===== config.mk =====
export PLATFORM = sky130hd
export DESIGN_NAME = cu_sequencer
export DESIGN_NICKNAME = d
export VERILOG_FILES = /design/src/rtl/cu_sequencer_pkg.sv /design/src/rtl/cu_class_decode.sv /design/src/rtl/cu_sequencer.sv
export SDC_FILE = /design/constraint.sdc
export NUM_CORES = 1
export LEC_CHECK = 0
export CAP_MARGIN = 15
export CORE_AREA = 3 3 107 109
export CTS_CLUSTER_DIAMETER = 50
export DETAILED_ROUTE_END_ITERATION = 8
export DIE_AREA = 0 0 110 112
export DONT_BUFFER_PORTS = 1
export PLACE_DENSITY = 0.36
export SLEW_MARGIN = 20
export SYNTH_ARGS = -nofsm -noshare
export SYNTH_HDL_FRONTEND = slang
export SYNTH_SLANG_ARGS = --single-unit

===== constraint.sdc =====
create_clock -name clock -period 2.7 [get_ports clock]
set_clock_uncertainty 0.2 [all_clocks]
set_input_delay 0.54 -clock clock [delete_from_list [all_inputs] [get_ports clock]]
set_output_delay 0.54 -clock clock [all_outputs]
set_load 0.005 [all_outputs]

===== src/rtl/cu_sequencer_pkg.sv =====
// Shared definitions for the control-unit sequencer: control-word field
// positions, sequencer state codes, instruction classes and opcode encodings.
package cu_sequencer_pkg;

    localparam int unsigned CW_W   = 38;
    localparam int unsigned NS_W   = 3;
    localparam int unsigned ST_W   = 4;
    localparam int unsigned FLAG_W = 4;
    localparam int unsigned WD_W   = 3;

    // Control-word field positions (LSB of multi-bit fields)
    localparam int unsigned FS_LSB          = 33;
    localparam int unsigned SA_LSB          = 28;
    localparam int unsigned SB_LSB          = 23;
    localparam int unsigned DA_LSB          = 18;
    localparam int unsigned W_REG_BIT       = 17;
    localparam int unsigned C0_BIT          = 16;
    localparam int unsigned MEM_CS_LSB      = 14;
    localparam int unsigned B_SEL_BIT       = 13;
    localparam int unsigned MEM_W_BIT       = 12;
    localparam int unsigned IR_LOAD_BIT     = 11;
    localparam int unsigned STATUS_LOAD_BIT = 10;
    localparam int unsigned SIZE_LSB        = 8;
    localparam int unsigned ADD_TRI_BIT     = 7;
    localparam int unsigned DATA_TRI_BIT    = 6;
    localparam int unsigned PC_SEL_BIT      = 5;
    localparam int unsigned PC_FS_LSB       = 3;
    localparam int unsigned K_MUX_LSB       = 0;

    typedef enum logic [3:0] {
        ST_FETCH = 4'h0,
        ST_EX0   = 4'h8,
        ST_EX1   = 4'h9,
        ST_EX2   = 4'hA,
        ST_EX3   = 4'hB,
        ST_EX4   = 4'hC,
        ST_EX5   = 4'hD,
        ST_EX6   = 4'hE,
        ST_EX7   = 4'hF
    } state_e;

    typedef enum logic [2:0] {
        CLS_ILL = 3'd0,
        CLS_R   = 3'd1,
        CLS_I   = 3'd2,
        CLS_D   = 3'd3,
        CLS_B   = 3'd4
    } cls_e;

    // Branch / conditional-branch opcodes
    localparam logic [5:0]  OP_B     = 6'b000101;
    localparam logic [7:0]  OP_CBZ   = 8'b10110100;
    localparam logic [7:0]  OP_CBNZ  = 8'b10110101;
    localparam logic [7:0]  OP_BCOND = 8'b01010100;
    // Data transfer
    localparam logic [10:0] OP_STUR  = 11'b11111000000;
    localparam logic [10:0] OP_LDUR  = 11'b11111000010;
    // Immediate
    localparam logic [9:0]  OP_ADDI  = 10'b1001000100;
    localparam logic [9:0]  OP_ADDIS = 10'b1011000100;
    localparam logic [9:0]  OP_SUBI  = 10'b1101000100;
    localparam logic [9:0]  OP_SUBIS = 10'b1111000100;
    localparam logic [9:0]  OP_ANDI  = 10'b1001001000;
    localparam logic [9:0]  OP_ANDIS = 10'b1111001000;
    localparam logic [9:0]  OP_ORRI  = 10'b1011001000;
    localparam logic [9:0]  OP_EORI  = 10'b1101001000;
    // Register
    localparam logic [10:0] OP_ADD   = 11'b10001011000;
    localparam logic [10:0] OP_ADDS  = 11'b10101011000;
    localparam logic [10:0] OP_SUB   = 11'b11001011000;
    localparam logic [10:0] OP_SUBS  = 11'b11101011000;
    localparam logic [10:0] OP_AND   = 11'b10001010000;
    localparam logic [10:0] OP_ANDS  = 11'b11101010000;
    localparam logic [10:0] OP_ORR   = 11'b10101010000;
    localparam logic [10:0] OP_EOR   = 11'b11001010000;

endpackage


===== src/rtl/cu_class_decode.sv =====
// Combinational instruction classifier; branch beats data-transfer beats
// immediate beats register, anything else is illegal.
module cu_class_decode
    import cu_sequencer_pkg::*;
(
    input  logic [31:0] instr,
    output cls_e        cls
);

    logic unused_bits;
    assign unused_bits = ^instr[20:0];

    always_comb begin
        cls = CLS_ILL;
        if (instr[31:26] == OP_B ||
            instr[31:24] inside {OP_CBZ, OP_CBNZ, OP_BCOND}) begin
            cls = CLS_B;
        end else if (instr[31:21] inside {OP_STUR, OP_LDUR}) begin
            cls = CLS_D;
        end else if (instr[31:22] inside {OP_ADDI, OP_ADDIS, OP_SUBI, OP_SUBIS,
                                          OP_ANDI, OP_ANDIS, OP_ORRI, OP_EORI}) begin
            cls = CLS_I;
        end else if (instr[31:21] inside {OP_ADD, OP_ADDS, OP_SUB, OP_SUBS,
                                          OP_AND, OP_ANDS, OP_ORR, OP_EOR}) begin
            cls = CLS_R;
        end
    end

endmodule


===== src/rtl/cu_sequencer.sv =====
// Top-level sequencer: fetches an instruction, classifies it, then steps
// through the selected sub-CU's micro-sequence with stall and watchdog.
module cu_sequencer
    import cu_sequencer_pkg::*;
(
    input  logic              clock,
    input  logic              reset,
    input  logic [31:0]       instr_in,
    input  logic              instr_valid,
    input  logic              mem_ready,
    input  logic [FLAG_W-1:0] alu_status,
    input  logic [CW_W-1:0]   cw_r,
    input  logic [CW_W-1:0]   cw_i,
    input  logic [CW_W-1:0]   cw_d,
    input  logic [CW_W-1:0]   cw_b,
    input  logic [NS_W-1:0]   ns_r,
    input  logic [NS_W-1:0]   ns_i,
    input  logic [NS_W-1:0]   ns_d,
    input  logic [NS_W-1:0]   ns_b,
    output logic [10:0]       opcode,
    output logic [4:0]        SA,
    output logic [4:0]        SB,
    output logic [4:0]        DA,
    output logic [ST_W-1:0]   state,
    output logic [FLAG_W-1:0] status,
    output logic [CW_W-1:0]   controlWord,
    output logic              fetch_req,
    output logic              illegal
);

    state_e            state_q, state_d;
    cls_e              cls_q, cls_d, dec_cls;
    logic [31:0]       ir_q, ir_d;
    logic [FLAG_W-1:0] status_d;
    logic              illegal_d;
    logic [WD_W-1:0]   wd_q, wd_d;
    logic [NS_W-1:0]   ns_sel;
    logic              in_exec;
    logic              stall;

    cu_class_decode u_decode (
        .instr (instr_in),
        .cls   (dec_cls)
    );

    assign in_exec   = state_q[ST_W-1];
    assign opcode    = ir_q[31:21];
    assign SB        = ir_q[20:16];
    assign SA        = ir_q[9:5];
    assign DA        = ir_q[4:0];
    assign state     = state_q;
    assign fetch_req = (state_q == ST_FETCH);

    // Sub-CU select; an illegal class or a non-EXEC state drives a null word
    always_comb begin
        controlWord = '0;
        ns_sel      = '0;
        if (in_exec) begin
            case (cls_q)
                CLS_R:   begin controlWord = cw_r; ns_sel = ns_r; end
                CLS_I:   begin controlWord = cw_i; ns_sel = ns_i; end
                CLS_D:   begin controlWord = cw_d; ns_sel = ns_d; end
                CLS_B:   begin controlWord = cw_b; ns_sel = ns_b; end
                default: begin controlWord = '0;   ns_sel = '0;   end
            endcase
        end
    end

    assign stall = in_exec && (controlWord[MEM_CS_LSB +: 2] != 2'b00) && !mem_ready;

    // Next-state, IR, flag and watchdog logic
    always_comb begin
        state_d   = state_q;
        cls_d     = cls_q;
        ir_d      = ir_q;
        status_d  = status;
        illegal_d = 1'b0;
        wd_d      = wd_q;
        case (state_q)
            ST_FETCH: begin
                wd_d = '0;
                if (instr_valid) begin
                    ir_d      = instr_in;
                    cls_d     = dec_cls;
                    state_d   = ST_EX0;
                    illegal_d = (dec_cls == CLS_ILL);
                end
            end
            ST_EX0, ST_EX1, ST_EX2, ST_EX3, ST_EX4, ST_EX5, ST_EX6, ST_EX7: begin
                if (cls_q == CLS_ILL) begin
                    state_d = ST_FETCH;
                    wd_d    = '0;
                end else if (!stall) begin
                    if (controlWord[STATUS_LOAD_BIT]) begin
                        status_d = alu_status;
                    end
                    if (ns_sel == '0) begin
                        state_d = ST_FETCH;
                        wd_d    = '0;
                    end else if (wd_q == WD_W'(7)) begin
                        // Eighth step without completing: abandon as illegal
                        state_d   = ST_FETCH;
                        illegal_d = 1'b1;
                        wd_d      = '0;
                    end else begin
                        state_d = state_e'({1'b1, ns_sel});
                        wd_d    = wd_q + WD_W'(1);
                    end
                end
            end
            default: begin
                state_d = ST_FETCH;
                wd_d    = '0;
            end
        endcase
    end

    always_ff @(posedge clock or posedge reset) begin
        if (reset) begin
            state_q <= ST_FETCH;
            cls_q   <= CLS_ILL;
            ir_q    <= '0;
            status  <= '0;
            illegal <= 1'b0;
            wd_q    <= '0;
        end else begin
            state_q <= state_d;
            cls_q   <= cls_d;
            ir_q    <= ir_d;
            status  <= status_d;
            illegal <= illegal_d;
            wd_q    <= wd_d;
        end
    end

endmodule

==> results.tsv <==
metric	value	unit
peak clock frequency supported by timing	385	MHz
endpoint required time on the critical path	1960	ps
Area Growth Syn to Fin	15.5	%
unrepaired setup endpoints after global routing	no	
maximum vdd ir drop	0.000288	V
Clock power frac	36.6	%
synthesized netlist net count	491	
commonest non-fill, non-tap cell in the layout	sky130_fd_sc_hd__a22oi_1	
switching fraction of total power	25.0	%
clock transition at the registers of the reported paths	90	ps
number of diodes added for antenna fixing	0	
later-pin clock latency in the skew report	290	ps
number of optimization iterations in the first detailed-route pass	5	
count of port buffers added during placement	0	
path type of the worst setup path	reg -> out	
Root Buffer	sky130_fd_sc_hd__clkbuf_8	
GRT Resource Usage Total	14.9	%
pin count of the biggest net entering global routing	42	
flops & latches, synth	41	
count of final hold-check violations	0	
commonest cells after routing, fill and taps aside	sky130_fd_sc_hd__a22oi_1, sky130_fd_sc_hd__dfrtp_1, sky130_fd_sc_hd__a21oi_1	
count of final max-slew check failures	0	
post-placement setup slack	110	ps
number of buffers on the longest clock path	2	
final core area utilization	29.5	%
height of the die	112	um
worst hold-check path type	in -> async	
routed wire length	10400	um
total negative slack for setup checks	0	ps
number of sinks driven by the clock tree	41	
per-instance average area after synthesis	9.57	um2
hold buffer count at cts	0	
Starting DRT DRC Count	187	
warnings from Yosys	0	
placeable core region	0.0107	mm2
post-synth cell types	39	
Startpoint Class	register	
number of vias per cell	5.86	
part of the total power dissipated in combinational logic	10.6	%
count of flip-flops with a built-in enable after synthesis	0	
GP Congestion	0.731	
clock tree from TritonCTS	built	
top flip-flop cell by instance count after synthesis	sky130_fd_sc_hd__dfrtp_1	
Max H-tree Level	2	
worst endpoint data arrival time	1860	ps
proportion of synthesized flip-flops having asynchronous set or reset	100	%
via count of the first global-routing pass	2499	
share of synthesized area occupied by flip-flops and latches	37.6	%
fraction of layout cells with a size suffix above 1	25.1	%
Psw	344	uW
cell count after synthesis	285	
first-pass GRT wire length	14200	um
final worst path period need	2600	ps
number of filler cells placed in the layout	1158	
part of the total power dissipated in sequential elements	52.8	%
P_leak	1.04	nW
ANT nets after route	0	
number of remaining DRC errors	0	
grt total ovfl	0	
total of endpoints with negative setup slack in the final report	0	
floorplan die width	110	um
Inserted Clock Buffers	5	
total number of vias	2502	
Max transition margin	63.9	%
outcome	finished, final reports clean	
mean routed wirelength per cell	24.4	um
netlist area before placement	0.00273	mm2
peak fanout along the critical path	13	
half-perimeter wire length after detailed placement	8470	um
number of core rows	38	
Pwr Density	437	mW/mm2
floorplan die area	0.0123	mm2
internal cell power	1.03	mW
Critical Path End Type	output port	
setup slack of the critical path after layout	101	ps
slew of the pin with the lowest slew margin	541	ps
number of nets in the final layout	492	
initial cell density of the core	25.5	%
number of antenna violations at the first check in global routing	0	
Max Cap Viol	0	
top-level port count	278	
final critical-path share of the clock period	96.3	%
area by class of cell:
| cell class | instances | area [um2] | area share, % |
|---|---|---|---|
| repair buffers | 19 | 183 | 5.79 |
| multi-input cells | 214 | 1640 | 51.9 |
| clock buffers | 5 | 68.8 | 2.18 |
| flip-flops and latches | 41 | 1030 | 32.6 |
| well taps | 140 | 175 | 5.56 |
| inverters | 5 | 18.8 | 0.595 |
| clock inverters | 3 | 43.8 | 1.39 |
final timing paths:
| path | to | slack [ps] | startpoint | depth (start not counted) |
|---|---|---|---|---|
| max | controlWord[28] | 100 | cls_q[2] | 6 |
| min | ir_q[2] | 50 | reset | 2 |
| max reg2reg | status[3] | 260 | cls_q[2] | 8 |
| min reg2reg | wd_q[1] | 300 | wd_q[1] | 2 |
| max in group asynchronous | cls_q[0] | 1860 | reset | 2 |
| min in group clock | status[0] | 180 | alu_status[0] | 1 |
critical path: stages (launching register included):
cell and delay [ps]:
sky130_fd_sc_hd__dfrtp_1 420, sky130_fd_sc_hd__inv_1 140, sky130_fd_sc_hd__nor3_2 220, sky130_fd_sc_hd__buf_4 210, sky130_fd_sc_hd__o21ai_4 100, sky130_fd_sc_hd__buf_4 220
sky130_fd_sc_hd__a21oi_1 260
through the flow:
stage | total power [mW] | instance area [um2] | hold slack (ps) | instances
6_report | 1.38 | 3150 | 49.3 | 427
5_1_grt | 1.45 | 3150 | 86.2 | 427
4_1_cts | 1.40 | 3090 | 66.1 | 425
3_3_place_gp | 0.885 | 2980 | 269 | 417
3_5_place_dp | 0.886 | 2980 | 281 | 417
2_1_floorplan | 0.840 | 2730 | 253 | 285
layer usage:
| metal | up-vias | track usage (%) | share of wire [%] |
|---|---|---|---|
| met1 | 1199 | 16.5 | 35 |
| met2 | 171 | 25.8 | 51 |
| met5 | - | 0 | 0 |
| met3 | 12 | 6.67 | 12 |
| li1 | 1120 | - | - |
| met4 | 0 | 3.57 | 1.4 |
cells by family (layout without fill, tap and decap cells):
logic type / after synthesis / in the layout / synth area share [%]
fa+ha+maj: 2 / 2 / 0.917
compound gates: 136 / 136 / 34.6
xor+xnor: 1 / 1 / 0.321
buf+inv: 30 / 32 / 4.31
simple gates: 42 / 42 / 8.67
flops: 41 / 41 / 37.6
mux: 33 / 33 / 13.6
power groups by stage:
stage	Sequential, mW	Clock (mW)	Combinational [mW]
after floorplan	0.722	0	0.119
after global placement	0.741	0	0.144
after detailed placement	0.740	0	0.146
after CTS	0.729	0.526	0.147
after global routing	0.736	0.548	0.162
final	0.727	0.504	0.146
registers in the layout (all words and copies together), names as in the netlist:
name	count
illegal	1
wd_q	3
ir_q	26
cls_q	3
state	4
status	4
cells in the mapped netlist, types with 3 or more instances:
cell | instances | area [um2]
sky130_fd_sc_hd__a21oi_1 | 39 | 195
sky130_fd_sc_hd__buf_1 | 5 | 18.8
sky130_fd_sc_hd__buf_2 | 4 | 20.0
sky130_fd_sc_hd__a22o_1 | 5 | 43.8
sky130_fd_sc_hd__a22oi_1 | 70 | 526
sky130_fd_sc_hd__nand2_1 | 15 | 56.3
sky130_fd_sc_hd__nor4bb_1 | 3 | 30.0
sky130_fd_sc_hd__o21ai_0 | 6 | 30.0
sky130_fd_sc_hd__a222oi_1 | 5 | 50.1
sky130_fd_sc_hd__clkbuf_1 | 16 | 60.1
sky130_fd_sc_hd__mux2_1 | 4 | 45.0
sky130_fd_sc_hd__mux2_2 | 28 | 315
sky130_fd_sc_hd__dfrtp_1 | 41 | 1030
sky130_fd_sc_hd__inv_1 | 5 | 18.8
sky130_fd_sc_hd__nor3_1 | 3 | 15.0
sky130_fd_sc_hd__nor2_1 | 7 | 26.3
timing repair:
item                                    4_1_cts  5_1_grt
setup buffers                                 0        2
gates resized for setup                       0       13
endpoints found under the setup margin        0       34
(Power assumes the default switching activity.)
==> variant 1: new RTL, same settings <==
Re-encode `cls_e` (5 values) as one-hot, 5 bits wide.
--- a/src/rtl/cu_sequencer_pkg.sv
+++ b/src/rtl/cu_sequencer_pkg.sv
@@ -41,8 +41,8 @@
 
-    typedef enum logic [2:0] {
-        CLS_ILL = 3'd0,
-        CLS_R   = 3'd1,
-        CLS_I   = 3'd2,
-        CLS_D   = 3'd3,
-        CLS_B   = 3'd4
+    typedef enum logic [4:0] {
+        CLS_ILL = 5'b00001,
+        CLS_R   = 5'b00010,
+        CLS_I   = 5'b00100,
+        CLS_D   = 5'b01000,
+        CLS_B   = 5'b10000
     } cls_e;
Check against the original RTL: no difference found for any inputs over 4 cycles, from zero or initial values and one cycle with reset high; so few cycles prove little.
==> variant 1 against the original RTL <==
  * The flow now finishes with violations (setup timing)
  * Wire length is 14% higher
  * Design area grew 19%
  * Worst hold slack gained 0.067 ns
  * Setup slack lost 0.15 ns
  * Synthesized area grew 8.5%
  * Sequential cell count increased by 2
  * Critical path type unchanged
  * Highest routed layer unchanged
Power is not compared: it rests on default switching activity, and its combinational part moved more than twofold at a synthesized area within 25%.
==> variant 1: results (changes against the original RTL) <==
Global route
  – Total GRT Usage: 15.8% (was 14.9%)
  – Grt met2 use: 27.3% (was 25.8%)
  – Pin count of the biggest net entering global routing: 44 (was 42)
  – First-pass GRT wire length: 15100 um (was 14200 um)
  – Grt met1 use: 18.6% (was 16.5%)
  – Antenna violations before repair: 0 (unchanged)
  – GR Util met3: 5.74% (was 6.67%)
  – Vias in the first global route: 2690 (was 2499)

Clock tree
  – Root Buffer: clkbuf_8 (unchanged)
  – Setup fix buffers added after clock tree synthesis: 2 (was 0)
  – # resized after CTS: 9 (was 0)
  – CTS max path bufs: 2 (unchanged)
  – Clk slew on worst S/H paths: 0.08 ns

Worst setup path
  – Worst-path maximum fanout: 5 (was 13)
  – CP endpoint: controlWord[10] (was controlWord[28])
  – Reg2Reg Setup Slack: 0.13 ns (was 0.26 ns)
  – Largest delay share family, worst path: simple AND/OR/NAND/NOR gates (was buffers and inverters)
  – FF-to-FF End: status[2] (was status[3])
  – CP peak stage delay: 0.42 ns (about the same)
  – CP Data Required Time: 1.96 ns (about the same)
  – Slowest-stage cell, CP: or3_4 (was dfrtp_1)
  – Worst r2r path cells: 9 (was 8)
  – Critical R2R Launch: cls_q[0] (was cls_q[2])

Place
  – Placed cell area: 3260 um2 (was 2980 um2)
  – GP Congestion: 0.732 (was 0.731)
  – DPL Wire Length: 8540 um (was 8470 um)
  – Post-Place Cells: 449 (was 417)
  – Pre-CTS WS: 0.0773 ns (was 0.110 ns)

Final layout
  – Final nets: 539 (was 492)
  – Layout cells sized above 1: 37.1% (was 25.1%)
  – Final Non-Filler Cells: 474 (was 427)

Run status
  – Status: finished, violations left (was completed)
  – Failing checks: setup timing

Drt
  – DRT Pass-1 Iters: 4 (was 5)
  – Via count: 2759 (was 2502)
  – WL final: 11900 um (was 10400 um)
  – Drt initial violations: 198 (was 187)

Synth
  – Yosys cell types: 51 (was 39)
  – Top cells by count, synth: a22oi_1, dfrtp_1, a21oi_1, mux2_2, clkbuf_1 (unchanged)
  – Yosys warnings: 0 (unchanged)
  – Register area share after synthesis: 36.4% (was 37.6%)
  – Synth Net Count: 518 (was 491)
  – Mapped Cells: 312 (was 285)
  – Ys async rst share: 100% (unchanged)
  – Main area contributors after synthesis: dfrtp_1, a22oi_1, mux2_2 (unchanged)

STA
  – Final Setup Violations: 23 (was 0)
  – Setup tns final: -0.554 ns (was 0 ns)
  – Slew HR: 40.1% (was 63.9%)
  – Worst-case hold slack: 0.116 ns (was 0.0493 ns)
  – Setup slack after layout: -0.0532 ns (was 0.101 ns)

Power
  – Worst vdd ir: 0.367 mV
[variant 1: cell count changes in the layout (fill, tap and decap cells not counted), sizes merged, moves of 3 or more]
cell / before / now
inv: 5 / 9
nand3b: 1 / 9
buf: 19 / 34
a222oi: 5 / 0
o21ai: 8 / 5
clkbuf: 5 / 10
a21oi: 39 / 43
nand2: 15 / 11
[variant 1: power breakdown]
part | switching [mW] | internal (mW)
Sequential | 0.207 | 0.909
Clock | 0.212 | 0.177
Combinational | 0.639 | 0.748
[variant 1: worst min path at each step]
| stage | startpoint | cells after the start | to |
|---|---|---|---|
| 3_3_place_gp | wd_q[1] | 2 | wd_q[1] |
| 4_1_cts | reset | 1 | ir_q[18] |
| 5_1_grt | reset | 1 | ir_q[18] |
| 2_1_floorplan | wd_q[1] | 2 | wd_q[1] |
| 3_5_place_dp | wd_q[1] | 2 | wd_q[1] |
| 6_report | reset | 1 | ir_q[18] |
[variant 1: layout make-up]
| class | instances | area, um2 |
|---|---|---|
| fillers | 1144 | 6940 |
| multi-input cells | 234 | 1890 |
| flip-flops and latches | 43 | 1080 |
| repair buffers | 40 | 502 |
| well taps | 140 | 175 |
| clock buffers | 5 | 68.8 |
| inverters | 9 | 33.8 |
| clock inverters | 3 | 15.0 |
[variant 1: layer usage]
layer  wire, um  up-vias  part of all wire (%)
met5          0        -                     0
met4         99        0                  0.83
met3       1220        7                    10
met2       6210      139                    52
met1       4400     1356                    37
li1           -     1257                     -
[variant 1: cells by family (layout without fill, tap and decap cells)]
group	count (synthesis)	count (layout)	share of synthesized area, %
buffers and inverters	35	57	4.73
AO/OA/AOI/OAI	141	141	33.7
multiplexers	30	30	11.4
flip-flops	43	43	36.4
adder cells (fa/ha/maj)	2	2	0.845
XOR/XNOR	2	2	0.592
AND/OR/NAND/NOR	59	59	12.4
==> variant 2: new RTL, same settings <==
Without the edit above. `NS_W`: 3 -> 6.
--- a/src/rtl/cu_sequencer_pkg.sv
+++ b/src/rtl/cu_sequencer_pkg.sv
@@ -5,3 +5,3 @@
     localparam int unsigned CW_W   = 38;
-    localparam int unsigned NS_W   = 3;
+    localparam int unsigned NS_W   = 6;
     localparam int unsigned ST_W   = 4;
Ports: changed (resized ns_b, ns_d, ns_i and ns_r); port bits go from 278 to 290. No check against the original RTL was run, so the function may have changed too.
==> variant 2 against the original RTL <==
  * Sequential power barely moved
  * Core utilization increased by 1.6 points
  * Count of clock-buffer cells in the layout rose by 1
  * Worst hold slack better by 0.14 ns
  * Sequential share of layout area shrank 1.7 points
  * Setup slack gained 0.028 ns
  * Sequential cell count is the same
  * Design area increased by 5.5%
  * Maximum frequency rose by 1.1%
  * Synthesized area grew 6.9%
  * Power rose by 1.7%
  * Wire length up 3.6%
  * Highest routed layer unchanged
  * Die area unchanged
==> variant 2: results (changes against the original RTL) <==
Run status
  – Status: completed (unchanged)

Synth
  – Register area share after synthesis: 35.2% (was 37.6%)
  – Yosys cell types: 49 (was 39)
  – Top cells by count, synth: a22oi_1, dfrtp_1, a21oi_1, mux2_2, clkbuf_1 (unchanged)
  – Synth Net Count: 514 (was 491)

Drt
  – DRT Pass-1 Iters: 4 (was 5)
  – Wl on met1: 3860 um (was 3700 um)
  – WL final: 10800 um (was 10400 um)
  – Wire length on met3: 1030 um (was 1290 um)
  – Drt initial violations: 162 (was 187)
  – Via count: 2577 (was 2502)

Worst setup path
  – Worst path arrival time: 1.83 ns (was 1.86 ns)
  – Slowest-stage cell, CP: dfrtp_2 (was dfrtp_1)
  – Reg2Reg Setup Slack: 0.29 ns (was 0.26 ns)
  – CP peak stage delay: 0.47 ns (was 0.42 ns)
  – Worst-path maximum fanout: 16 (was 13)

Place
  – Pre-CTS WS: 0.169 ns (was 0.110 ns)
  – GP Congestion: 0.698 (was 0.731)

STA
  – Slew HR: 48.5% (was 63.9%)
  – Fin crit share: 95.2% (was 96.3%)

Final layout
  – Fillers: 1125 (was 1158)
  – Final nets: 518 (was 492)
  – Layout cells sized above 1: 24.6% (was 25.1%)

Global route
  – First-pass GRT wire length: 15000 um (was 14200 um)
  – Vias in the first global route: 2656 (was 2499)
  – Pin count of the biggest net entering global routing: 38 (was 42)

Min path
  – Worst Hold Class: in -> reg (was in -> async)

Power
  – Static Leak: 1.07 nW (was 1.04 nW)
  – Worst vdd ir: 0.383 mV (was 0.288 mV)
[variant 2: critical path: cells and delay by family (launching register included)]
| kind | cells | cell delay [ns] |
|---|---|---|
| buf+inv | 2 | 0.38 |
| flops | 1 | 0.47 |
| simple gates | 1 | 0.31 |
| compound gates | 2 | 0.38 |
[variant 2: cells by family after synthesis]
| group | count (synthesis) | synth area share (%) |
|---|---|---|
| AOI/OAI and AO/OA | 139 | 33.3 |
| and+or+nand+nor | 44 | 10.9 |
| buffers and inverters | 30 | 4.72 |
| adders and majority gates | 2 | 0.858 |
| xor gates and xnor gates | 1 | 0.300 |
| muxes | 39 | 14.8 |
| DFF | 41 | 35.2 |
[variant 2: final cells by class]
type / count / area (um2) / share of cell area, %
clock buffer: 6 / 82.6 / 2.48
clock inverter: 2 / 37.5 / 1.13
inverter: 4 / 15.0 / 0.451
multi-input combinational: 225 / 1780 / 53.4
sequential: 41 / 1030 / 30.9
tap: 140 / 175 / 5.27
timing repair buffer: 23 / 211 / 6.36
[variant 2: repair_timing]
action / 4_1_cts / 5_1_grt
endpoints found under the setup margin: 35 / 14
hold endpoints to repair: 17 / 0
hold buffers: 1 / 0
gates resized for setup: 2 / 3
pin swaps: 1 / 0
buffers inserted: 2 / 0
[variant 2: routing by layer]
metal / up-vias / GRT usage, %
met3: 5 / 4.23
met4: 0 / 2.74
met1: 1247 / 17.6
met2: 145 / 30.4
met5: - / 0
li1: 1180 / -
[variant 2: report_power, final]
group          internal, mW  switching, mW
registers             0.677         0.0503
clock network         0.301          0.211
logic                0.0889         0.0722
[variant 2: path summary, 6_finish.rpt]
path | start | end | cells after the start
max | cls_q[1] | controlWord[11] | 5
max in group asynchronous | reset | cls_q[1] | 3
min | alu_status[0] | status[0] | 1
min in group asynchronous | reset | ir_q[18] | 2
min reg2reg | wd_q[2] | wd_q[2] | 1
max reg2reg | cls_q[1] | status[1] | 6
[variant 2: metrics by stage]
step | cells | instance area, um2
6_report | 441 | 3330
5_1_grt | 441 | 3330
3_5_place_dp | 430 | 3170
4_1_cts | 441 | 3320
2_1_floorplan | 296 | 2920
3_3_place_gp | 430 | 3170
